==> src/rtl/mem_access_ctrl.sv <==
// -----------------------------------------------------------------------------
// mem_access_ctrl
//
// Initiator side of a word-addressed RAM interface. Takes single or burst
// load/store requests from the CPU datapath over a valid/ready handshake and
// sequences the RAM pins. Each word gets one SETUP cycle followed by a fixed
// ACCESS window. Load words are returned as rd_valid pulses. Requests that
// fall outside the populated banks, or that would run past the end of a bank,
// are answered with a single err pulse and never reach the RAM.
//
// Parameters
//   WAIT_CYCLES  cycles mem_address/mem_rw are held in ACCESS per word (>=1)
//   NUM_BANKS    number of populated banks; bank = addr[31:24]
//   BANK_WORDS   words per bank; word index = addr[7:0]
//
// Ports
//   clk           in   1   clock, all state changes on the rising edge
//   reset         in   1   synchronous active-high reset
//   req_valid     in   1   request present
//   req_ready     out  1   high only while idle
//   req_rw        in   1   1 = store, 0 = load (sampled at handshake)
//   req_addr      in  32   start word address (sampled at handshake)
//   req_len       in   4   burst length minus one
//   wr_data       in  32   store word, sampled as SETUP ends
//   wr_pop        out  1   pulse: wr_data consumed, present the next word
//   rd_data       out 32   captured load word
//   rd_valid      out  1   pulse: rd_data valid
//   done          out  1   pulse: request finished normally
//   err           out  1   pulse: request rejected
//   busy          out  1   inverse of req_ready
//   mem_address   out 32   RAM address
//   mem_data_out  out 32   RAM write data
//   mem_rw        out  1   RAM write strobe (1 = write)
//   mem_data_in   in  32   RAM read data
// -----------------------------------------------------------------------------
module mem_access_ctrl #(
    parameter int WAIT_CYCLES = 2,
    parameter int NUM_BANKS   = 8,
    parameter int BANK_WORDS  = 256
) (
    input  logic        clk,
    input  logic        reset,
    input  logic        req_valid,
    output logic        req_ready,
    input  logic        req_rw,
    input  logic [31:0] req_addr,
    input  logic [3:0]  req_len,
    input  logic [31:0] wr_data,
    output logic        wr_pop,
    output logic [31:0] rd_data,
    output logic        rd_valid,
    output logic        done,
    output logic        err,
    output logic        busy,
    output logic [31:0] mem_address,
    output logic [31:0] mem_data_out,
    output logic        mem_rw,
    input  logic [31:0] mem_data_in
);

    // Wait counter counts down from WAIT_CYCLES-1 to 0 inside ACCESS.
    localparam int                CNT_W      = (WAIT_CYCLES > 1) ? $clog2(WAIT_CYCLES) : 1;
    localparam logic [CNT_W-1:0]  CNT_RELOAD = CNT_W'(WAIT_CYCLES - 1);

    // Legality limits widened to 9 bits so the compare cannot wrap.
    localparam logic [8:0] NUM_BANKS_W = 9'(NUM_BANKS);
    localparam logic [8:0] LAST_WORD_W = 9'(BANK_WORDS - 1);

    typedef enum logic [2:0] {
        ST_IDLE,
        ST_SETUP,
        ST_ACCESS,
        ST_DONE,
        ST_ERR
    } state_t;

    state_t           r_state;
    logic             r_req_ready;
    logic             r_rw;
    logic [31:0]      r_cur_addr;
    logic [4:0]       r_words_left;
    logic [CNT_W-1:0] r_wait_cnt;
    logic [31:0]      r_mem_address;
    logic [31:0]      r_mem_data_out;
    logic             r_mem_rw;
    logic [31:0]      r_rd_data;
    logic             r_rd_valid;
    logic             r_wr_pop;
    logic             r_done;
    logic             r_err;

    logic [8:0]       w_bank_ext;
    logic [8:0]       w_end_word;
    logic             w_req_legal;
    logic             w_handshake;
    logic             w_last_wait;
    logic             w_last_word;
    logic [31:0]      w_next_addr;

    // A burst is legal only when its bank exists and its final word stays in
    // the same bank, so cur_addr never carries out of addr[7:0].
    assign w_bank_ext  = {1'b0, req_addr[31:24]};
    assign w_end_word  = {1'b0, req_addr[7:0]} + {5'b0, req_len};
    assign w_req_legal = (w_bank_ext < NUM_BANKS_W) && (w_end_word <= LAST_WORD_W);
    assign w_handshake = req_valid & r_req_ready;
    assign w_last_wait = (r_wait_cnt == '0);
    assign w_last_word = (r_words_left == 5'd1);
    assign w_next_addr = r_cur_addr + 32'd1;

    // NOTE: every register below is written with <= so all of them update
    // together from the values present before the edge.
    always_ff @(posedge clk) begin
        if (reset) begin
            r_state        <= ST_IDLE;
            r_req_ready    <= 1'b1;
            r_rw           <= 1'b0;
            r_cur_addr     <= '0;
            r_words_left   <= '0;
            r_wait_cnt     <= '0;
            r_mem_address  <= '0;
            r_mem_data_out <= '0;
            r_mem_rw       <= 1'b0;
            r_rd_data      <= '0;
            r_rd_valid     <= 1'b0;
            r_wr_pop       <= 1'b0;
            r_done         <= 1'b0;
            r_err          <= 1'b0;
        end else begin
            // NOTE: pulse outputs default low each cycle; a state that wants
            // a pulse overrides the default later in this block.
            r_rd_valid <= 1'b0;
            r_wr_pop   <= 1'b0;
            r_done     <= 1'b0;
            r_err      <= 1'b0;

            case (r_state)
                ST_IDLE: begin
                    if (w_handshake) begin
                        r_rw         <= req_rw;
                        r_cur_addr   <= req_addr;
                        r_words_left <= {1'b0, req_len} + 5'd1;
                        r_req_ready  <= 1'b0;
                        if (w_req_legal) begin
                            // Address moves while the write strobe is low.
                            r_mem_address <= req_addr;
                            r_mem_rw      <= 1'b0;
                            r_state       <= ST_SETUP;
                        end else begin
                            r_err   <= 1'b1;
                            r_state <= ST_ERR;
                        end
                    end
                end

                ST_SETUP: begin
                    r_wait_cnt <= CNT_RELOAD;
                    if (r_rw) begin
                        r_mem_data_out <= wr_data;
                        r_wr_pop       <= 1'b1;
                        r_mem_rw       <= 1'b1;
                    end
                    r_state <= ST_ACCESS;
                end

                ST_ACCESS: begin
                    if (w_last_wait) begin
                        // Strobe drops before any following address change.
                        r_mem_rw <= 1'b0;
                        if (!r_rw) begin
                            r_rd_data  <= mem_data_in;
                            r_rd_valid <= 1'b1;
                        end
                        if (w_last_word) begin
                            r_done  <= 1'b1;
                            r_state <= ST_DONE;
                        end else begin
                            r_cur_addr    <= w_next_addr;
                            r_mem_address <= w_next_addr;
                            r_words_left  <= r_words_left - 5'd1;
                            r_state       <= ST_SETUP;
                        end
                    end else begin
                        r_wait_cnt <= r_wait_cnt - CNT_W'(1);
                    end
                end

                ST_DONE: begin
                    r_mem_rw    <= 1'b0;
                    r_req_ready <= 1'b1;
                    r_state     <= ST_IDLE;
                end

                ST_ERR: begin
                    r_req_ready <= 1'b1;
                    r_state     <= ST_IDLE;
                end

                default: begin
                    r_req_ready <= 1'b1;
                    r_mem_rw    <= 1'b0;
                    r_state     <= ST_IDLE;
                end
            endcase
        end
    end

    assign req_ready    = r_req_ready;
    assign busy         = ~r_req_ready;
    assign wr_pop       = r_wr_pop;
    assign rd_data      = r_rd_data;
    assign rd_valid     = r_rd_valid;
    assign done         = r_done;
    assign err          = r_err;
    assign mem_address  = r_mem_address;
    assign mem_data_out = r_mem_data_out;
    assign mem_rw       = r_mem_rw;

endmodule

==> config.mk <==
export PLATFORM = sky130hd
export DESIGN_NAME = mem_access_ctrl
export DESIGN_NICKNAME = d
export VERILOG_FILES = /design/src/rtl/mem_access_ctrl.sv
export SDC_FILE = /design/constraint.sdc
export NUM_CORES = 1
export LEC_CHECK = 0
export ABC_CLOCK_PERIOD_IN_PS = 8200
export CAP_MARGIN = 20
export CORE_MARGIN = 4
export CORE_UTILIZATION = 50
export CTS_BUF_LIST = sky130_fd_sc_hd__clkbuf_16
export CTS_CLUSTER_SIZE = 20
export DETAILED_ROUTE_END_ITERATION = 8
export PLACE_DENSITY = 0.87
export SYNTH_ARGS = -nofsm -noshare
export SYNTH_HDL_FRONTEND = slang
export SYNTH_SLANG_ARGS = --single-unit
export TNS_END_PERCENT = 1
==> constraint.sdc <==
create_clock -name clk -period 8.2 [get_ports clk]
set_clock_uncertainty 0.2 [all_clocks]
set_input_delay 2.05 -clock clk [delete_from_list [all_inputs] [get_ports clk]]
set_output_delay 2.05 -clock clk [all_outputs]
set_load 0.02 [all_outputs]
==> results of run 1 <==
[state kept, by name, indices dropped and copies added, names as in the netlist]
register      count
rd_data          32
wr_pop            1
req_ready         1
mem_address      32
r_cur_addr       32
done              1
r_rw              1
mem_data_out     32
r_wait_cnt        1
r_words_left      5
err               1
rd_valid          1
r_state           3
mem_rw            1
[metal layers]
metal	wire (µm)	part of all wire, %	track usage [%]
met2	9576	49	42.76
met3	1214	6.2	5.315
met5	0	0	0
met4	660	3.4	10.99
met1	8177	42	33.79
[logic make-up (layout without fill, tap and decap cells)]
kind of cell / after synthesis / in the layout / share of synthesized area (%)
compound gates: 228 / 228 / 22.51
xor+xnor: 11 / 11 / 1.498
fa+ha+maj: 8 / 8 / 1.673
buf+inv: 77 / 258 / 4.688
flops: 144 / 144 / 44.82
mux: 5 / 5 / 0.7781
simple gates: 345 / 345 / 24.04
[critical path: cells and delay by family]
kind / cells / cell delay, ns
AOI/OAI and AO/OA: 4 / 1.31
and+or+nand+nor: 1 / 0.18
buffers and inverters: 1 / 0.48
adders and majority gates: 2 / 0.61
[how the worst max path moves through the flow]
stage / from / to / slack [ns] / cells after the start
detailed placement: req_len[0] / mem_address[31] / 3.25 / 8
finish: req_addr[0] / mem_address[31] / 3.68 / 8
global placement: req_addr[0] / mem_address[31] / 3.27 / 8
CTS: req_len[0] / mem_address[31] / 3.69 / 8
global route: req_len[0] / mem_address[23] / 3.54 / 8
floorplan: req_addr[0] / mem_address[29] / 4.11 / 7
[per-stage QoR]
step                hold WS [ns]  total power, mW  setup slack, ns  instances  utilization [%]
finish                    0.2503            1.708            3.685       1171            72.84
detailed placement        0.2463           0.8959            3.245       1138            67.48
CTS                       0.2541            1.710            3.690       1169            72.41
global placement          0.2409           0.8936            3.272       1138            67.48
floorplan                 0.2450           0.8189            4.111        818                -
global route              0.2753            1.754            3.543       1171            72.84
[Yosys cell counts (all sizes together) (7+ instances only)]
master | number | area, µm²
buf | 14 | 63.81
xor2 | 7 | 61.31
o31ai | 16 | 120.1
a21oi | 103 | 515.5
a211o | 8 | 70.07
inv | 11 | 41.29
clkbuf | 51 | 192.7
nand3 | 40 | 205.2
or4 | 9 | 67.56
nor3 | 12 | 60.06
ha | 7 | 87.58
nand2 | 191 | 716.9
o21ai | 39 | 195.2
or3 | 10 | 62.56
a31o | 7 | 61.31
nand4 | 11 | 68.82
nor2 | 42 | 157.7
dfxtp | 144 | 2883
[layout make-up]
type / instances / area [µm²] / area share (%)
flip-flops and latches: 144 / 2883 / 31.36
repair buffers: 215 / 2167 / 23.57
clock inverters: 14 / 196.4 / 2.137
multi-input cells: 597 / 3261 / 35.47
well taps: 172 / 215.2 / 2.341
inverters: 12 / 45.04 / 0.4900
clock buffers: 17 / 425.4 / 4.628
[power breakdown]
group	switching (mW)	internal (mW)	total [mW]	leakage (nW)
sequential	0.0216	0.717	0.738	1.17
combinational	0.0691	0.0790	0.148	1.64
clock	0.290	0.532	0.822	0.308
total	0.381	1.33	1.71	3.11
==> reports/qor.csv, run 1 <==
metric,value,unit
worst ir drop on vdd,0.1167,mV
CP max-delay cell,o211a_2,
DRT iter0 DRCs,471,
DIE WIDTH,121.4,µm
GRT Total Usage,26.22,%
clk root buf,clkbuf_16,
CP peak stage delay,0.51,ns
number of remaining DRC errors,0,
Post-Syn Area,6432,µm²
Max Fclk,0.2215,GHz
routed len/inst,16.76,µm
IO buf count,206,
Detailed Place HPWL,13010,µm
"Hold Vio Cnt, Final",0,
Filler cells,979,
predominant post-synthesis flop cell,dfxtp_1,
min-delay worst type,reg -> reg,
Area Overhead vs Synth,42.91,%
io pins,207,
Yosys warnings,0,
largest net degree at the start of global routing,110,
CP Max Fanout,17,
Initial Util,50.97,%
"CTS clk-pin slew, worst paths",0.06,ns
fin area,9193,µm²
Mapped Avg Cell Area,7.864,µm²
post-synthesis net count,930,
Power Dens Cells,185.8,nW/µm²
total of max-cap violations,0,
die area,14740,µm²
CP endpoint kind,flop,
final WL,19630,µm
Antenna Nets Post-Route,0,
"leading cell type in the layout, fill and taps excluded",clkdlybuf4s50_1,
chip height,121.4,µm
routability cong.,0.8295,
WP data arrival,4.63,ns
number of synthesized flops with an enable pin,0,
vias in the first global route,6200,
Skew-Pair Late Insertion Delay,0.43,ns
CTS max path bufs,2,
cell chain of the critical path,clkdlybuf4s50_1 > ha_1 > fa_1 > a21o_1 > a21oi_1 > o211a_2 > nor2_1 > a22o_1,
DR vias/cell,5.640,
synthesized instance count,818,
RR Endpoint,mem_address[23],
core footprint,12620,µm²
proportion of layout cells with a drive suffix above 1,5.205,%
status,completed,
num rows,41,
initial antenna violation count,0,
Worst Min Path Start,mem_address[14],
reg2reg path depth,6,
Placed Area,8516,µm²
final slew viol count,0,
Synth Register Bits,144,
hold path depth,2,
Least-Margin Pin Slew,1.023,ns
unique cell type count in the Yosys netlist,62,
"Hold-fix buffers, CTS",0,
H-tree Lvls,4,
Worst R2R Start,r_state[1],
Slew HR,31.78,%
final period utilization,55.07,%
flop2flop setup slack,4.71,ns
"commonest cells after routing, fill and taps aside","205 x clkdlybuf4s50_1, 191 x nand2_1, 144 x dfxtp_1",
Synth async-reset ratio,0,%
leakage,3.112,nW
CTS tree,built,
# setup viols final,0,
Setup TNS,0,ns
CTS Sinks,144,
grt total ovfl,0,
first-pass GRT wire length,31010,µm
nets,1099,
RSZ-0062 raised after global routing,false,
Inserted Clock Buffers,17,
first drt pass iteration count,5,
CP Class,in -> reg,
CP required,8.32,ns
post-cts sizing count,0,
ANT cells,0,
sequential area share after synthesis,44.82,%
startpoint types,primary input,
number of post-CTS setup repair buffers,0,
vias post-DR,6604,
WHS Endpoint,mem_address[14],
minimum clock period,4.515,ns
Note: power is estimated with default switching activity, not from simulation.
==> run 2: changes to the inputs <==
--- a/config.mk
+++ b/config.mk
@@ -5,14 +5,14 @@
 export SDC_FILE = /design/constraint.sdc
 export NUM_CORES = 1
 export LEC_CHECK = 0
-export ABC_CLOCK_PERIOD_IN_PS = 8200
+export ABC_CLOCK_PERIOD_IN_PS = 3600
 export CAP_MARGIN = 20
 export CORE_MARGIN = 4
-export CORE_UTILIZATION = 50
+export CORE_UTILIZATION = 42
 export CTS_BUF_LIST = sky130_fd_sc_hd__clkbuf_16
 export CTS_CLUSTER_SIZE = 20
 export DETAILED_ROUTE_END_ITERATION = 8
-export PLACE_DENSITY = 0.87
+export PLACE_DENSITY = 0.78
 export SYNTH_ARGS = -nofsm -noshare
 export SYNTH_HDL_FRONTEND = slang
 export SYNTH_SLANG_ARGS = --single-unit
==> constraint.sdc (replaced) <==
create_clock -name clk -period 3.6 [get_ports clk]
set_clock_uncertainty 0.2 [all_clocks]
set_input_delay 0.9 -clock clk [delete_from_list [all_inputs] [get_ports clk]]
set_output_delay 0.9 -clock clk [all_outputs]
set_load 0.02 [all_outputs]
==> run 2 against run 1 <==
Effect of this change: non-clock buffer count rose by 8; clock power rose by 110%; first-iteration DRC count fell by 1.5%; count of clock-buffer cells in the layout did not move; routed wire length fell by 2.1%; die area rose by 18%; cell count rose by 1.7%; core utilization fell by 10 points; register-to-register slack got worse by 3.8 ns; critical path type unchanged.
==> reports/qor.csv, run 2 (synthesized netlist as in run 1, its figures left out) <==
metric,value,unit
minimum clock period,3.191,ns
routability cong.,0.8185,
ANT cells,0,
largest net degree at the start of global routing,60,
worst setup margin,0.4088,ns
"leading cell type in the layout, fill and taps excluded",clkdlybuf4s50_1,
CTS max path bufs,2,
final WL,19230,µm
DR vias/cell,5.404,
Inserted Clock Buffers,17,
final slew viol count,0,
Detailed Place HPWL,13400,µm
"CTS clk-pin slew, worst paths",0.06,ns
RSZ-0062 raised after global routing,false,
WP buf/inv,2,
first-pass GRT wire length,31190,µm
CP max-delay cell,clkdlybuf4s50_1,
Filler cells,1316,
DIE WIDTH,131.8,µm
CP endpoint kind,flop,
Max Fclk,0.3134,GHz
WP data arrival,3.35,ns
Antenna Nets Post-Route,0,
post-cts sizing count,0,
CP peak stage delay,0.50,ns
number of post-CTS setup repair buffers,0,
Area Overhead vs Synth,43.16,%
CP top delay family,compound AO/OA/AOI/OAI gates,
Least-Margin Pin Slew,0.6527,ns
routed len/inst,16.14,µm
# setup viols final,0,
CTS Sinks,144,
Skew-Pair Late Insertion Delay,0.41,ns
placed instance count,1160,
Slew HR,56.09,%
Setup TNS,0,ns
number of remaining DRC errors,0,
leakage,3.111,nW
grt total ovfl,0,
GRT Total Usage,21.68,%
Initial Util,43.60,%
worst ir drop on vdd,0.3141,mV
CP required,3.76,ns
startpoint types,primary input,
die area,17360,µm²
"Hold-fix buffers, CTS",0,
proportion of layout cells with a drive suffix above 1,6.256,%
total of max-cap violations,0,
vias post-DR,6436,
"Hold Vio Cnt, Final",0,
clk root buf,clkbuf_16,
Power Dens Cells,410.7,nW/µm²
CTS tree,built,
first drt pass iteration count,4,
core footprint,14750,µm²
WHS,0.2521,ns
DRT iter0 DRCs,464,
min-delay worst type,reg -> reg,
num rows,44,
cell chain of the critical path,clkdlybuf4s50_1 > ha_1 > fa_1 > a21o_1 > a21oi_1 > buf_4 > o21ai_0 > a211oi_1 > a32o_1,
"commonest cells after routing, fill and taps aside","205 x clkdlybuf4s50_1, 191 x nand2_1, 144 x dfxtp_1",
status,completed,
IO buf count,206,
H-tree Lvls,4,
vias in the first global route,5995,
chip height,131.8,µm
nets,1107,
CP Class,in -> reg,
io pins,207,
initial antenna violation count,0,
pre-CTS setup slack,0.005112,ns
final period utilization,88.65,%
Finished Layout Cells,1191,
CP Max Fanout,5,
-- run 2: changes by cell type in the layout (fill, tap and decap cells not counted) --
cell | previous run | this run
inv_6 | 1 | 3
buf_12 | 0 | 1
clkinv_1 | 5 | 3
bufinv_16 | 5 | 3
buf_4 | 8 | 17
inv_1 | 12 | 11
buf_16 | 2 | 0
clkinvlp_4 | 0 | 3
-- run 2: layout make-up --
cell class	instances	area, µm²	share of cell area [%]
Multi-Input combinational cell	597	3261	35.41
Sequential cell	144	2883	31.30
Clock buffer	17	425.4	4.620
Clock inverter	14	165.2	1.793
Tap cell	184	230.2	2.500
Timing Repair Buffer	223	2200	23.89
Inverter	12	45.04	0.4891
-- run 2: where the power goes --
part	leakage, nW	internal (mW)	total (mW)	switching, mW
clock	0.281	1.08	1.76	0.675
combinational	1.66	0.184	0.342	0.158
sequential	1.17	1.63	1.68	0.0479
-- run 2: worst paths after layout --
path                         start          endpoint  slack (ns)  cells past startpoint
hold reg to reg   mem_data_out[20]  mem_data_out[20]        0.25                      2
hold / removal    mem_data_out[20]  mem_data_out[20]        0.25                      2
setup / recovery       req_addr[0]   mem_address[30]        0.41                      9
setup reg to reg    r_cur_addr[15]   mem_address[30]        0.90                      5
-- run 2: metrics by stage --
step | power (mW) | cell area (µm²) | utilization [%]
detailed placement | 2.053 | 8618 | 58.41
floorplan | 1.865 | 6432 | -
CTS | 3.809 | 9209 | 62.42
global route | 3.916 | 9209 | 62.42
finish | 3.782 | 9209 | 62.42
global placement | 2.049 | 8618 | 58.41
-- run 2: worst min-delay path, cell delays in order, from the launching register on --
cell and delay, ns:
dfxtp_1 0.31, nand2_1 0.05, a21oi_1 0.05
-- run 2: metal layers --
layer  GRT usage [%]  share of wire, %  wire [µm]  up-vias
li1                -                 -          -     3240
met1           27.82                45       8557     3003
met2           36.02                49       9434      163
met3           4.198               4.3        823       30
met4           8.693               2.1        410        0
met5               0                 0          0        -
==> run 3: changes to the inputs <==
--- a/config.mk
+++ b/config.mk
@@ -8,11 +8,12 @@
 export ABC_CLOCK_PERIOD_IN_PS = 3600
 export CAP_MARGIN = 20
 export CORE_MARGIN = 4
-export CORE_UTILIZATION = 42
+export CORE_UTILIZATION = 55
 export CTS_BUF_LIST = sky130_fd_sc_hd__clkbuf_16
 export CTS_CLUSTER_SIZE = 20
 export DETAILED_ROUTE_END_ITERATION = 8
-export PLACE_DENSITY = 0.78
+export DONT_BUFFER_PORTS = 1
+export PLACE_DENSITY = 0.73
 export SYNTH_ARGS = -nofsm -noshare
 export SYNTH_HDL_FRONTEND = slang
 export SYNTH_SLANG_ARGS = --single-unit
==> run 3 against run 2 <==
Effect of this change: cell area shrank 23%; cell count fell by 21%; critical path depth is 4 lower; global-route usage increased by 3.0 points; setup slack gained 0.37 ns; sequential share of layout area rose by 9.3 points; critical path type is now reg -> reg.
==> reports/qor.csv, run 3 (synthesized netlist as in run 1, its figures left out) <==
metric,value,unit
RSZ-0062 raised after global routing,false,
"commonest cells after routing, fill and taps aside","191 x nand2_1, 144 x dfxtp_1, 103 x a21oi_1",
Skew-Pair Late Insertion Delay,0.42,ns
num rows,39,
CTS tree,built,
routed len/inst,18.25,µm
GRT Total Usage,24.65,%
Placed Area,6442,µm²
DRT iter0 DRCs,406,
"leading cell type in the layout, fill and taps excluded",nand2_1,
cell chain of the critical path,nand3_2 > or4_1 > nor4_1 > nand2_1 > a32o_1,
Detailed Place HPWL,11640,µm
sequential power share,46.2,%
WHS,0.2683,ns
CP max-delay cell,or4_1,
reg2reg path depth,5,
Inserted Clock Buffers,17,
"Hold-fix buffers, CTS",0,
fin area,7096,µm²
H-tree Lvls,4,
CP endpoint kind,flop,
number of remaining DRC errors,0,
largest net degree at the start of global routing,114,
WP data arrival,2.93,ns
status,completed,
Power Dens Cells,515.9,nW/µm²
CTS max path bufs,2,
startpoint types,flop,
Net Switching,0.8579,mW
total of max-cap violations,0,
"CTS clk-pin slew, worst paths",0.06,ns
routability cong.,0.8017,
CP Class,reg -> reg,
DIE WIDTH,116.1,µm
"Hold Vio Cnt, Final",0,
nets,896,
vias in the first global route,5552,
worst ir drop on vdd,0.3579,mV
post-cts sizing count,0,
final period utilization,78.44,%
Setup TNS,0,ns
CP peak stage delay,0.82,ns
first drt pass iteration count,5,
CP required,3.70,ns
final WL,17160,µm
min-delay worst type,reg -> reg,
Least-Margin Pin Slew,0.8196,ns
# setup viols final,0,
Antenna Nets Post-Route,0,
DR vias/cell,6.183,
die area,13490,µm²
proportion of layout cells with a drive suffix above 1,7.277,%
Max Fclk,0.3542,GHz
worst setup path start,r_cur_addr[15],
initial antenna violation count,0,
Internal,2.803,mW
core footprint,11420,µm²
placed instance count,906,
ANT cells,0,
Filler cells,1027,
vias post-DR,5812,
final slew viol count,0,
combinational share of power,4.8,%
chip height,116.1,µm
clock power share,49.0,%
number of post-CTS setup repair buffers,0,
CTS Sinks,144,
Initial Util,56.33,%
clk root buf,clkbuf_16,
Slew HR,44.85,%
Worst Min Path Start,r_words_left[1],
Worst R2R Start,r_cur_addr[15],
first-pass GRT wire length,26520,µm
leakage,2.348,nW
Area Overhead vs Synth,10.31,%
Finished Layout Cells,940,
minimum clock period,2.824,ns
hold path depth,2,
io pins,207,
Sw Ratio,23.43,%
grt total ovfl,0,
CP Max Fanout,15,
IO buf count,0,
-- run 3: cell count changes in the layout (fill, tap and decap cells not counted), sizes merged --
cell / previous run / this run
buf: 18 / 12
clkdlybuf4s50: 205 / 0
clkinv: 6 / 8
clkinvlp: 3 / 2
-- run 3: final cells by class --
type	instances	area (µm²)	share of cell area, %
Sequential cell	144	2883	40.63
Inverter	12	45.04	0.6348
Tap cell	143	178.9	2.522
Timing Repair Buffer	12	117.6	1.658
Multi-Input combinational cell	597	3261	45.95
Clock inverter	15	185.2	2.610
Clock buffer	17	425.4	5.995
-- run 3: path summary, 6_finish.rpt --
kind,to,slack [ns]
max,mem_address[30],0.78
min,r_words_left[1],0.27
max reg2reg,mem_address[30],0.78
min reg2reg,r_words_left[1],0.27
-- run 3: power groups by stage --
stage	clock network, mW	logic, mW	registers, mW
final	1.79	0.177	1.69
after global routing	1.90	0.200	1.70
after CTS	1.83	0.177	1.69
after detailed placement	0	0.176	1.72
after global placement	0	0.171	1.72
after floorplan	0	0.161	1.70
-- run 3: per-layer routing --
layer	vias to the layer above	global-route usage, %	part of all wire (%)
met3	21	10.05	10
li1	2830	-	-
met1	2733	30.64	41
met5	-	0	0
met2	228	39.36	48
met4	0	7.734	1.4
-- run 3: critical path, delay by kind of cell, from the launching register on --
kind               cells  cell delay [ns]
AOI/OAI and AO/OA      1             0.29
DFF                    1             0.45
and+or+nand+nor        4             1.77
-- run 3: stage by stage --
step	total power [mW]	worst slack, ns	utilization [%]
floorplan	1.865	0.6613	-
global placement	1.891	0.5767	56.42
detailed placement	1.899	0.4886	56.42
CTS	3.691	0.8084	61.77
global route	3.794	0.6091	62.14
finish	3.661	0.7763	62.14
